===== src/rtl/wc_link_pkg.sv =====
// Shared constants and state type for the WC_3_4 host link engine.
package wc_link_pkg;

  localparam int unsigned W       = 10;
  localparam int unsigned NK      = 9;
  localparam int unsigned NT      = 16;
  localparam int unsigned NR      = 4;
  localparam int unsigned NF      = NK + NT;
  localparam int unsigned TIMEOUT = 64;

  localparam logic [W-1:0] SYNC      = 10'h2A5;
  localparam logic [W-1:0] IDLE_WORD = '0;

  localparam logic [4:0] NF_W     = 5'(NF);
  localparam logic [4:0] LAST_PAY = 5'(NF - 1);
  localparam logic [4:0] LAST_RES = 5'(NR - 1);
  localparam logic [6:0] TMO_LAST = 7'(TIMEOUT - 1);
  localparam logic [6:0] TMO_MAX  = 7'(TIMEOUT);

  typedef enum logic [2:0] {
    ST_IDLE,
    ST_HDR,
    ST_PAY,
    ST_WAIT,
    ST_RECV
  } link_state_t;

endpackage


===== src/rtl/wc_link_fifo.sv =====
// Small synchronous first-word-fall-through FIFO; output reads 0 while empty.
module wc_link_fifo #(
  parameter int unsigned DW    = 8,
  parameter int unsigned DEPTH = 4
) (
  input  logic          clk,
  input  logic          rst,
  input  logic          push_i,
  input  logic [DW-1:0] data_i,
  input  logic          pop_i,
  output logic [DW-1:0] data_o,
  output logic          empty_o
);

  localparam int unsigned AW = (DEPTH > 1) ? $clog2(DEPTH) : 1;
  localparam logic [AW:0]   FULL_CNT = (AW + 1)'(DEPTH);
  localparam logic [AW-1:0] LAST_IDX = AW'(DEPTH - 1);

  logic [DW-1:0] mem_q [DEPTH];
  logic [AW-1:0] wr_q, rd_q;
  logic [AW:0]   cnt_q, cnt_d;
  logic          do_push, do_pop;

  assign empty_o = (cnt_q == '0);
  assign do_push = push_i && (cnt_q != FULL_CNT);
  assign do_pop  = pop_i && !empty_o;
  assign data_o  = empty_o ? '0 : mem_q[rd_q];

  always_comb begin
    cnt_d = cnt_q;
    if (do_push && !do_pop) begin
      cnt_d = cnt_q + 1'b1;
    end else if (do_pop && !do_push) begin
      cnt_d = cnt_q - 1'b1;
    end
  end

  always_ff @(posedge clk) begin
    if (rst) begin
      wr_q  <= '0;
      rd_q  <= '0;
      cnt_q <= '0;
    end else begin
      cnt_q <= cnt_d;
      if (do_push) begin
        wr_q <= (wr_q == LAST_IDX) ? '0 : wr_q + 1'b1;
      end
      if (do_pop) begin
        rd_q <= (rd_q == LAST_IDX) ? '0 : rd_q + 1'b1;
      end
    end
  end

  always_ff @(posedge clk) begin
    if (do_push) begin
      mem_q[wr_q] <= data_i;
    end
  end

endmodule


===== src/rtl/wc_link_host.sv =====
// Host end of the D/Z chip link: buffers one kernel+tile frame, sends it with a
// sync header on D, then captures the sync-framed result burst from Z.
module wc_link_host
  import wc_link_pkg::*;
(
  input  logic         clk,
  input  logic         rst,
  input  logic         in_valid,
  output logic         in_ready,
  input  logic [W-1:0] in_data,
  output logic [W-1:0] d_pin,
  input  logic [W-1:0] z_pin,
  output logic         out_valid,
  input  logic         out_ready,
  output logic [W-1:0] out_data,
  output logic         busy,
  output logic         err_timeout
);

  link_state_t  state_q, state_d;
  logic [4:0]   wp_q, wp_d;
  logic [4:0]   cnt_q, cnt_d;
  logic [6:0]   tmo_q, tmo_d;
  logic [W-1:0] d_pin_q, d_pin_d;
  logic [W-1:0] z_q;
  logic [W-1:0] frame_q [NF];

  logic accept, wp_clr, push, pop, fifo_empty;

  // in_ready looks at next state so the HDR decision blocks the same-cycle write.
  assign in_ready  = (wp_q < NF_W) && (state_d != ST_HDR) && (state_d != ST_PAY);
  assign accept    = in_valid && in_ready;
  assign out_valid = !fifo_empty;
  assign pop       = out_valid && out_ready;
  assign busy      = (state_q != ST_IDLE);
  assign d_pin     = d_pin_q;

  always_comb begin
    wp_d = wp_q;
    if (wp_clr) begin
      wp_d = '0;
    end else if (accept) begin
      wp_d = wp_q + 5'd1;
    end
  end

  // d_pin is registered, so the word for the coming state is chosen here.
  always_comb begin
    state_d     = state_q;
    cnt_d       = cnt_q;
    tmo_d       = tmo_q;
    d_pin_d     = IDLE_WORD;
    push        = 1'b0;
    wp_clr      = 1'b0;
    err_timeout = 1'b0;
    case (state_q)
      ST_IDLE: begin
        if (wp_q == NF_W && fifo_empty) begin
          state_d = ST_HDR;
          d_pin_d = SYNC;
        end
      end
      ST_HDR: begin
        state_d = ST_PAY;
        cnt_d   = '0;
        d_pin_d = frame_q[0];
      end
      ST_PAY: begin
        if (cnt_q == LAST_PAY) begin
          state_d = ST_WAIT;
          tmo_d   = '0;
          wp_clr  = 1'b1;
        end else begin
          cnt_d   = cnt_q + 5'd1;
          d_pin_d = frame_q[cnt_q + 5'd1];
        end
      end
      ST_WAIT: begin
        if (z_q == SYNC) begin
          state_d = ST_RECV;
          cnt_d   = '0;
        end else if (tmo_q == TMO_LAST) begin
          state_d     = ST_IDLE;
          err_timeout = 1'b1;
          tmo_d       = TMO_MAX;
        end else begin
          tmo_d = (tmo_q == TMO_MAX) ? tmo_q : tmo_q + 7'd1;
        end
      end
      ST_RECV: begin
        push = 1'b1;
        if (cnt_q == LAST_RES) begin
          state_d = ST_IDLE;
        end else begin
          cnt_d = cnt_q + 5'd1;
        end
      end
      default: state_d = ST_IDLE;
    endcase
  end

  always_ff @(posedge clk) begin
    if (rst) begin
      state_q <= ST_IDLE;
      wp_q    <= '0;
      cnt_q   <= '0;
      tmo_q   <= '0;
      d_pin_q <= IDLE_WORD;
      z_q     <= '0;
    end else begin
      state_q <= state_d;
      wp_q    <= wp_d;
      cnt_q   <= cnt_d;
      tmo_q   <= tmo_d;
      d_pin_q <= d_pin_d;
      z_q     <= z_pin;
    end
  end

  always_ff @(posedge clk) begin
    if (accept) begin
      frame_q[wp_q] <= in_data;
    end
  end

  wc_link_fifo #(
    .DW    (W),
    .DEPTH (NR)
  ) u_res_fifo (
    .clk     (clk),
    .rst     (rst),
    .push_i  (push),
    .data_i  (z_q),
    .pop_i   (pop),
    .data_o  (out_data),
    .empty_o (fifo_empty)
  );

endmodule


===== config.mk =====
export PLATFORM = sky130hd
export DESIGN_NAME = wc_link_host
export DESIGN_NICKNAME = d
export VERILOG_FILES = /design/src/rtl/wc_link_pkg.sv /design/src/rtl/wc_link_fifo.sv /design/src/rtl/wc_link_host.sv
export SDC_FILE = /design/constraint.sdc
export NUM_CORES = 1
export LEC_CHECK = 0
export ABC_AREA = 1
export CAP_MARGIN = 5
export CORE_MARGIN = 2
export CORE_UTILIZATION = 34
export CTS_CLUSTER_DIAMETER = 150
export DETAILED_ROUTE_END_ITERATION = 10
export GPL_TIMING_DRIVEN = 0
export PLACE_DENSITY = 0.54
export SLEW_MARGIN = 40
export SYNTH_ARGS = -nofsm -noshare
export SYNTH_HDL_FRONTEND = slang
export SYNTH_SLANG_ARGS = --single-unit

===== constraint.sdc =====
create_clock -name clk -period 3.44 [get_ports clk]
set_input_delay 0.516 -clock clk [delete_from_list [all_inputs] [get_ports clk]]
set_output_delay 0.516 -clock clk [all_outputs]
set_load 0.01 [all_outputs]

==> results of run 1 <==
-- area by class of cell --
cell class | instances | area (um^2) | share of cell area [%]
sequential | 339 | 9690 | 57.0
multi-input combinational | 842 | 4060 | 23.9
clock buffer | 53 | 1050 | 6.17
tap | 539 | 674 | 3.97
inverter | 154 | 584 | 3.44
timing repair buffer | 60 | 503 | 2.96
buffer | 64 | 324 | 1.91
clock inverter | 16 | 109 | 0.641
-- kinds of logic (layout without fill, tap and decap cells) --
kind of cell	count (synthesis)	in the layout	share of synthesized area (%)
AOI/OAI and AO/OA	133	133	4.74
adders and majority gates	15	15	1.35
DFF	339	339	66.9
and+or+nand+nor	686	686	20.3
buffers and inverters	219	347	6.24
xor gates and xnor gates	8	8	0.484
-- flip-flops by register name, summed over array words and instances, names as in the netlist, 3 cells and up, named ones only --
name              cells
u_res_fifo.cnt_q      3
state_q               3
tmo_q                 7
frame_q             250
d_pin                10
cnt_q                 5
wp_q                  5
u_res_fifo.mem_q     40
z_q                  10
-- power breakdown --
part | switching (mW) | total, mW | internal (mW)
combinational | 0.580 | 0.922 | 0.342
sequential | 0.0494 | 4.58 | 4.53
clock | 1.64 | 3.85 | 2.21
total | 2.27 | 9.35 | 7.08
-- per-layer routing --
metal	vias to the layer above	global-route usage, %	wire [um]
met5	-	0	0
met4	0	7.31	1480
met3	92	3.43	2340
met2	327	28.9	18200
met1	4850	24.5	17700
li1	4906	-	-
-- Yosys cell counts (2+ instances only) --
library cell and instances:
buf_2 26, nor3_2 4, nand3_2 3, o21ai_0 69, nor3_1 30, xor2_1 6, buf_6 3, nor2_1 155
buf_4 6, clkinv_1 4, nand2_2 4, xnor2_1 2, nor4_1 2, nand4_1 8, buf_1 9, ha_1 14
dfxtp_1 49, edfxtp_1 290, inv_2 5, a21oi_1 57, inv_1 143, a21oi_2 2, clkbuf_1 21, nor2_2 4
nand3_1 165, nand2_1 308
-- through the flow --
stage	cells	TNS (ps)	hold WS, ps	worst slack, ps
after floorplan	1400	0	460	567
after global placement	1985	-72000	486	-564
after detailed placement	1999	0	494	25.7
after CTS	2067	0	475	55.3
after global routing	2067	0	486	10.6
final	2067	0	485	130
-- worst paths after layout --
kind,slack [ps],start,to
setup / recovery,130,cnt_q[0]$_SDFFE_PP0P_,in_ready
hold / removal,480,rst,cnt_q[3]$_SDFFE_PP0P_
setup reg to reg,170,cnt_q[0]$_SDFFE_PP0P_,d_pin[4]$_SDFF_PP0_
hold reg to reg,500,u_res_fifo.cnt_q[1]$_SDFFE_PP0P_,u_res_fifo.cnt_q[1]$_SDFFE_PP0P_
-- critical path: cells and delay by family, from the launching register on --
family	cells	cell delay (ps)
buffers and inverters	6	1040
and+or+nand+nor	5	490
DFF	1	330
adders and majority gates	1	210
AOI/OAI and AO/OA	1	170
==> impl_metrics.ini, run 1 <==
[timing]
slew_viol_final = 0
finalCritPeriodShare_pct = 96.2
final-setup-viol-count = 0
min_period_ps = 3310
rsz0062_at_grt = false
skew_ps = 14.4
fmax_ghz = 0.302
tightest_slew_ps = 871
finalHoldViolCount = 0
maxSlewHeadroom_pct = 41.6

[global_route]
grt_first_pass_wirelength_mm = 59.3
first_global_vias = 9801
antenna_found_initial = 1
grtUsageTotal_pct = 18.1
grt_overflow = 0
grt_max_degree = 26

[synthesis]
ys_seq_area_share_pct = 66.9
syn-cell-area_mm2 = 0.0145
ys_ff_latch = 339
synth_edf_count = 290
synth-async-reset-ratio_pct = 0
synthCells = 1400
syn_area_per_cell_um2 = 10.3
yosysTopAreaCell = edfxtp_1
synth_ff_type = edfxtp_1
yosys-top-cells-area = edfxtp_1, nand2_1, dfxtp_1
yosys_warnings = 0
synth_cell_types = 37
synth_top_area_share_pct = 60.1
synth.net_count = 1439

[clocking]
cts_buffers = 39
insertion_delay_ps = 550
holdBufCountCts = 0
cts_sinks = 339
htree_num_levels = 2
tritoncts = built
clk_path_buf_depth = 3
post_cts_buffers = 0
clockRootBuffer = clkbuf_16
cts_resized = 1
clk_pin_slew_ps = 60

[worst_setup_path]
required_ps = 2920
start_kind = flop
max_stage_delay_ps = 470
r2r.worst_path.cells = 13
endpoint_kind = output pin
crit_type = reg2out
slowest_stage = clkdlybuf4s50_1
critPathMaxFanout = 19
crit_chain = buf_2 > inv_4 > buf_8 > ha_1 > nand2_1 > inv_1 > nand2_1 > nor2_2 > a21oi_2 > nand3_4 > nand2_1 > inv_1 > clkdlybuf4s50_1
worstPathArrival_ps = 2790
timing.critical_path.mode_cell = nand2_1

[placed_design]
detailed_place.area_mm2 = 0.0158
place_congestion = 0.920
io_buffers = 46
hpwl_mm = 27.3

[layout]
fin_util_pct = 40.4
final_area_mm2 = 0.0170
final_layout_size_suffix_gt1_share_pct = 10.6
antenna_cells = 0
final_common_cell = nand2_1
layout_common_cells = nand2_1, edfxtp_1, nand3_1
fin_nets = 1539
syn_to_final_growth_pct = 17.3
final.fill_count = 4090

[detailed_routing]
postRouteAntennaNets = 0
first_pass_iters = 6
vias = 10175
wl_mm = 39.7
wl_per_cell_um = 19.2
drc = 0
viasPerCell = 4.92
drtIter0Drc = 856

[floorplanning]
num_rows = 75
start_util_pct = 34.4
coreArea_mm2 = 0.0420
fp.dieH_um = 210
dieArea_mm2 = 0.0443
die_x_um = 210
ios = 48

[power]
leakage_nw = 6.50
power_density_mw_per_mm2 = 550
ir_worst_vdd_mv = 0.355
finalPower_mw = 9.35

[worst_hold_path]
hp-class = in2reg
min_path_cells = 2

[outcome]
outcome = complete, no violations

[flow_run]
cap_violations = 0
(Power assumes the default switching activity.)
==> run 2: changes to the inputs <==
Settings changed: SETUP_SLACK_MARGIN set to 0.3, SKIP_LAST_GASP set to 1.
==> impl_metrics.ini, run 2 (synthesis gave the netlist of run 1 again) <==
[power]
p_comb_share_pct = 9.9
p_clk_share_pct = 41.2
leakage_nw = 6.57
finalPower_mw = 9.36
netSwitchingFraction_pct = 24.3
seqPwrFrac_pct = 48.9
ir_worst_vdd_mv = 0.355
power_density_mw_per_mm2 = 548
p_switching_mw = 2.27
internal_power_mw = 7.09

[layout]
stdcell_count = 2072
syn_to_final_growth_pct = 17.9
reg_top3 = frame_q (250), u_res_fifo.mem_q (40)
largest_reg_flops = 250
fin_util_pct = 40.6
top_register = frame_q
final_common_cell = nand2_1
final.fill_count = 4080
fin_nets = 1544
final_area_mm2 = 0.0171
antenna_cells = 0
multi_input_area_mm2 = 0.00409
layout_common_cells = nand2_1, edfxtp_1, nand3_1
final_layout_size_suffix_gt1_share_pct = 11.5
regArea_mm2 = 0.00969

[placed_design]
detailed_place.area_mm2 = 0.0158
io_buffers = 46
place_congestion = 0.920
dp_cells = 1999
hpwl_mm = 27.3

[clocking]
clk_path_buf_depth = 3
clockRootBuffer = clkbuf_16
cts_buffers = 39
holdBufCountCts = 0
htree_num_levels = 2
tritoncts = built
cts_sinks = 339
insertion_delay_ps = 550
clk_pin_slew_ps = 60

[global_route]
grt_first_pass_wirelength_mm = 59.4
grt_overflow = 0
grt_max_degree = 26
first_global_vias = 9828
antenna_found_initial = 1
grtUsageTotal_pct = 18.2

[floorplanning]
num_rows = 75
ios = 48
start_util_pct = 34.4
fp.dieH_um = 210
die_x_um = 210
dieArea_mm2 = 0.0443
coreArea_mm2 = 0.0420

[worst_setup_path]
max_stage_delay_ps = 340
cp-startpoint = cnt_q[0]$_SDFFE_PP0P_
slowest_stage = dfxtp_2
required_ps = 2920
worstPathArrival_ps = 2520
timing.rr.start = cnt_q[0]$_SDFFE_PP0P_
crit_chain = buf_6 > inv_4 > buf_6 > buf_8 > ha_1 > nand2_1 > inv_1 > nand2_2 > nor2_2 > a21oi_2 > nand3_4 > nand2_2 > inv_1 > dlygate4sd2_1
r2r.worst_path.cells = 14
critPathBufInv = 7
worst-path-stages = 14
crit_family = buffers and inverters
start_kind = flop
r2r_slack_ps = 440
worstReg2RegEnd = d_pin[4]$_SDFF_PP0_
critPathMaxFanout = 10
endpoint = in_ready
endpoint_kind = output pin
crit_type = reg2out

[detailed_routing]
drc = 0
vias = 10255
first_pass_iters = 5
viasPerCell = 4.95
wl_mm = 39.9
wl_per_cell_um = 19.3
postRouteAntennaNets = 0
drtIter0Drc = 954

[timing]
finalHoldViolCount = 0
final-setup-viol-count = 0
min_period_ps = 3040
maxSlewHeadroom_pct = 45.9
fmax_ghz = 0.329
rsz0062_at_grt = false
hold_ws_ps = 489
skew_ps = 15.6
finalCritPeriodShare_pct = 88.3
tightest_slew_ps = 807
slew_viol_final = 0

[worst_hold_path]
hp-class = in2reg
hp-start = rst

[flow_run]
cap_violations = 0

[outcome]
outcome = complete, no violations
-- run 2: worst min path at each step --
stage / cells after the start / end / slack, ps
6_report: 2 / cnt_q[1]$_SDFFE_PP0P_ / 490
5_1_grt: 3 / z_q[8]$_SDFF_PP0_ / 490
4_1_cts: 2 / cnt_q[4]$_SDFFE_PP0P_ / 480
3_5_place_dp: 2 / tmo_q[6]$_SDFFE_PP0P_ / 490
3_3_place_gp: 2 / u_res_fifo.cnt_q[1]$_SDFFE_PP0P_ / 490
2_1_floorplan: 0 / u_res_fifo.mem_q[0][2]$_DFFE_PP_ / 460
-- run 2: power by group through the flow --
stage	logic [mW]	clock network, mW	registers [mW]
finish	0.925	3.85	4.58
global route	1.03	4.08	4.58
CTS	0.926	3.91	4.58
detailed placement	0.922	0	4.67
global placement	0.909	0	4.66
floorplan	0.460	0	4.65
-- run 2: area by class of cell --
cell class              count  share of cell area [%]
plain buffers              65                    2.05
clock inverters            16                   0.638
clock buffers              53                    6.14
multi-input cells         842                    23.9
repair buffers             64                    3.11
inverters                 154                    3.42
flip-flops and latches    339                    56.8
well taps                 539                    3.95
-- run 2: repair_timing --
action	in CTS	in global routing
cloned	0	0
buffers inserted	1	3
resized for setup	9	16
hold endpoints to repair	0	0
pin swaps	1	1
setup endpoints to repair	164	88
-- run 2: metal layers --
metal  share of wire (%)  track usage, %
met5                   0               0
met4                 3.6            7.36
met3                 6.9            3.43
met2                  46            28.9
met1                  44            24.6
-- run 2: metrics by stage --
step / TNS [ps] / setup slack, ps
2_1_floorplan: 0 / 567
3_3_place_gp: -72000 / -564
3_5_place_dp: 0 / 25.7
4_1_cts: 0 / 234
5_1_grt: 0 / 295
6_report: 0 / 403
==> run 3: changes to the inputs <==
Settings changed: REMOVE_ABC_BUFFERS set to 1.
==> impl_metrics.ini, run 3 (synthesis gave the netlist of run 1 again) <==
[outcome]
outcome = complete, no violations

[clocking]
clockRootBuffer = clkbuf_16
clk_path_buf_depth = 3
cts_sinks = 339
tritoncts = built
clk_pin_slew_ps = 60
insertion_delay_ps = 550
holdBufCountCts = 0
cts_buffers = 38
htree_num_levels = 2

[timing]
finalCritPeriodShare_pct = 88.4
rsz0062_at_grt = true
slew_viol_final = 0
worst_slack_ps = 398
hold_ws_ps = 406
final-setup-viol-count = 0
maxSlewHeadroom_pct = 47.2
fmax_ghz = 0.329
finalHoldViolCount = 0
skew_ps = 20.6
tightest_slew_ps = 792
min_period_ps = 3040

[layout]
stdcell_count = 2029
reg_top3 = frame_q (250), u_res_fifo.mem_q (40)
final_layout_size_suffix_gt1_share_pct = 11.5
antenna_cells = 0
layout_common_cells = nand2_1, edfxtp_1, nand3_1
syn_to_final_growth_pct = 20.0
final_common_cell = nand2_1
top_register = frame_q
final_area_mm2 = 0.0174
fin_nets = 1500
largest_reg_flops = 250
final.fill_count = 3980
fin_util_pct = 41.3

[global_route]
grt_max_degree = 51
first_global_vias = 9470
grt_overflow = 0
grtUsageTotal_pct = 16.7
antenna_found_initial = 0
grt_first_pass_wirelength_mm = 56.1

[placed_design]
io_buffers = 47
hpwl_mm = 21.6
place_congestion = 0.782
dp_cells = 1947
detailed_place.area_mm2 = 0.0157
dp_slack_ps = -549

[detailed_routing]
viasPerCell = 4.86
wl_per_cell_um = 18.1
wl_mm = 36.7
vias = 9863
postRouteAntennaNets = 0
drtIter0Drc = 721
drc = 0
first_pass_iters = 5

[power]
power_density_mw_per_mm2 = 558
leakage_nw = 6.66
ir_worst_vdd_mv = 0.419

[worst_setup_path]
cp-startpoint = wp_q[1]$_SDFFE_PP0P_
crit_type = reg2reg
endpoint_kind = flop
required_ps = 3690
start_kind = flop
timing.rr.start = wp_q[1]$_SDFFE_PP0P_
critPathMaxFanout = 29
worstPathArrival_ps = 3290

[floorplanning]
start_util_pct = 34.4
die_x_um = 210
fp.dieH_um = 210
num_rows = 75
coreArea_mm2 = 0.0420
ios = 48
dieArea_mm2 = 0.0443

[flow_run]
cap_violations = 0

[worst_hold_path]
hp-start = rst
hp-class = in2reg
-- run 3: changes by cell type in the layout (fill, tap and decap cells not counted), sizes merged --
| cell | before | now |
|---|---|---|
| buf | 71 | 45 |
| clkbuf | 75 | 57 |
| clkinv | 18 | 11 |
| clkinvlp | 0 | 4 |
| bufbuf | 0 | 3 |
| bufinv | 1 | 4 |
| inv | 151 | 149 |
| clkdlybuf4s50 | 35 | 36 |
| dlygate4sd2 | 1 | 0 |
-- run 3: path summary, 6_finish.rpt --
path         cells after the start                               end  slack (ps)
min                              2                 z_q[3]$_SDFF_PP0_         410
max reg2reg                      9          frame_q[22][7]$_DFFE_PP_         400
max                              9          frame_q[22][7]$_DFFE_PP_         400
min reg2reg                      0  u_res_fifo.mem_q[3][4]$_DFFE_PP_         490
-- run 3: per-stage QoR --
step | setup TNS [ps] | total power, mW
3_5_place_dp | -92450 | 5.56
2_1_floorplan | -576340 | 5.09
3_3_place_gp | -1792960 | 5.54
4_1_cts | 0 | 9.78
5_1_grt | 0 | 10.1
6_report | 0 | 9.71
-- run 3: repair_timing --
action,CTS,global route
resized for setup,24,7
gates cloned,4,1
pin swaps,2,1
endpoints found under the setup margin,261,130
setup buffers,7,1
-- run 3: metal layers --
metal | routed length [um] | vias to the layer above | share of wire [%] | GRT usage [%]
li1 | - | 4826 | - | -
met1 | 17000 | 4737 | 46 | 23.2
met2 | 16900 | 243 | 46 | 26.7
met3 | 1790 | 57 | 4.9 | 2.71
met4 | 999 | 0 | 2.7 | 6.05
met5 | 0 | - | 0 | 0
-- run 3: layout make-up --
type                            count  area, um^2  area share (%)
Clock buffer                       57        1130            6.52
Clock inverter                     12         160           0.922
Inverter                          154         613            3.53
Multi-Input combinational cell    842        4220            24.3
Sequential cell                   339        9700            55.8
Tap cell                          539         674            3.88
Timing Repair Buffer               84         871            5.01
Timing Repair inverter              2        16.3          0.0936
-- run 3: worst max-delay path, stage by stage, from the launching register on --
cell      delay (ps)
dfxtp_1          420
inv_1            110
ha_1             220
nand4_2          120
o21bai_1         110
a21oi_4          260
nand3_4          580
nor3_2           510
buf_4            230
buf_4            170
-- run 3: where the power goes --
group | leakage, nW | total [mW] | switching (mW) | internal [mW]
Sequential | 3.02 | 4.63 | 0.103 | 4.53
Clock | 0.637 | 4.20 | 1.63 | 2.57
Combinational | 3.00 | 0.869 | 0.528 | 0.340
Total | 6.66 | 9.71 | 2.26 | 7.44
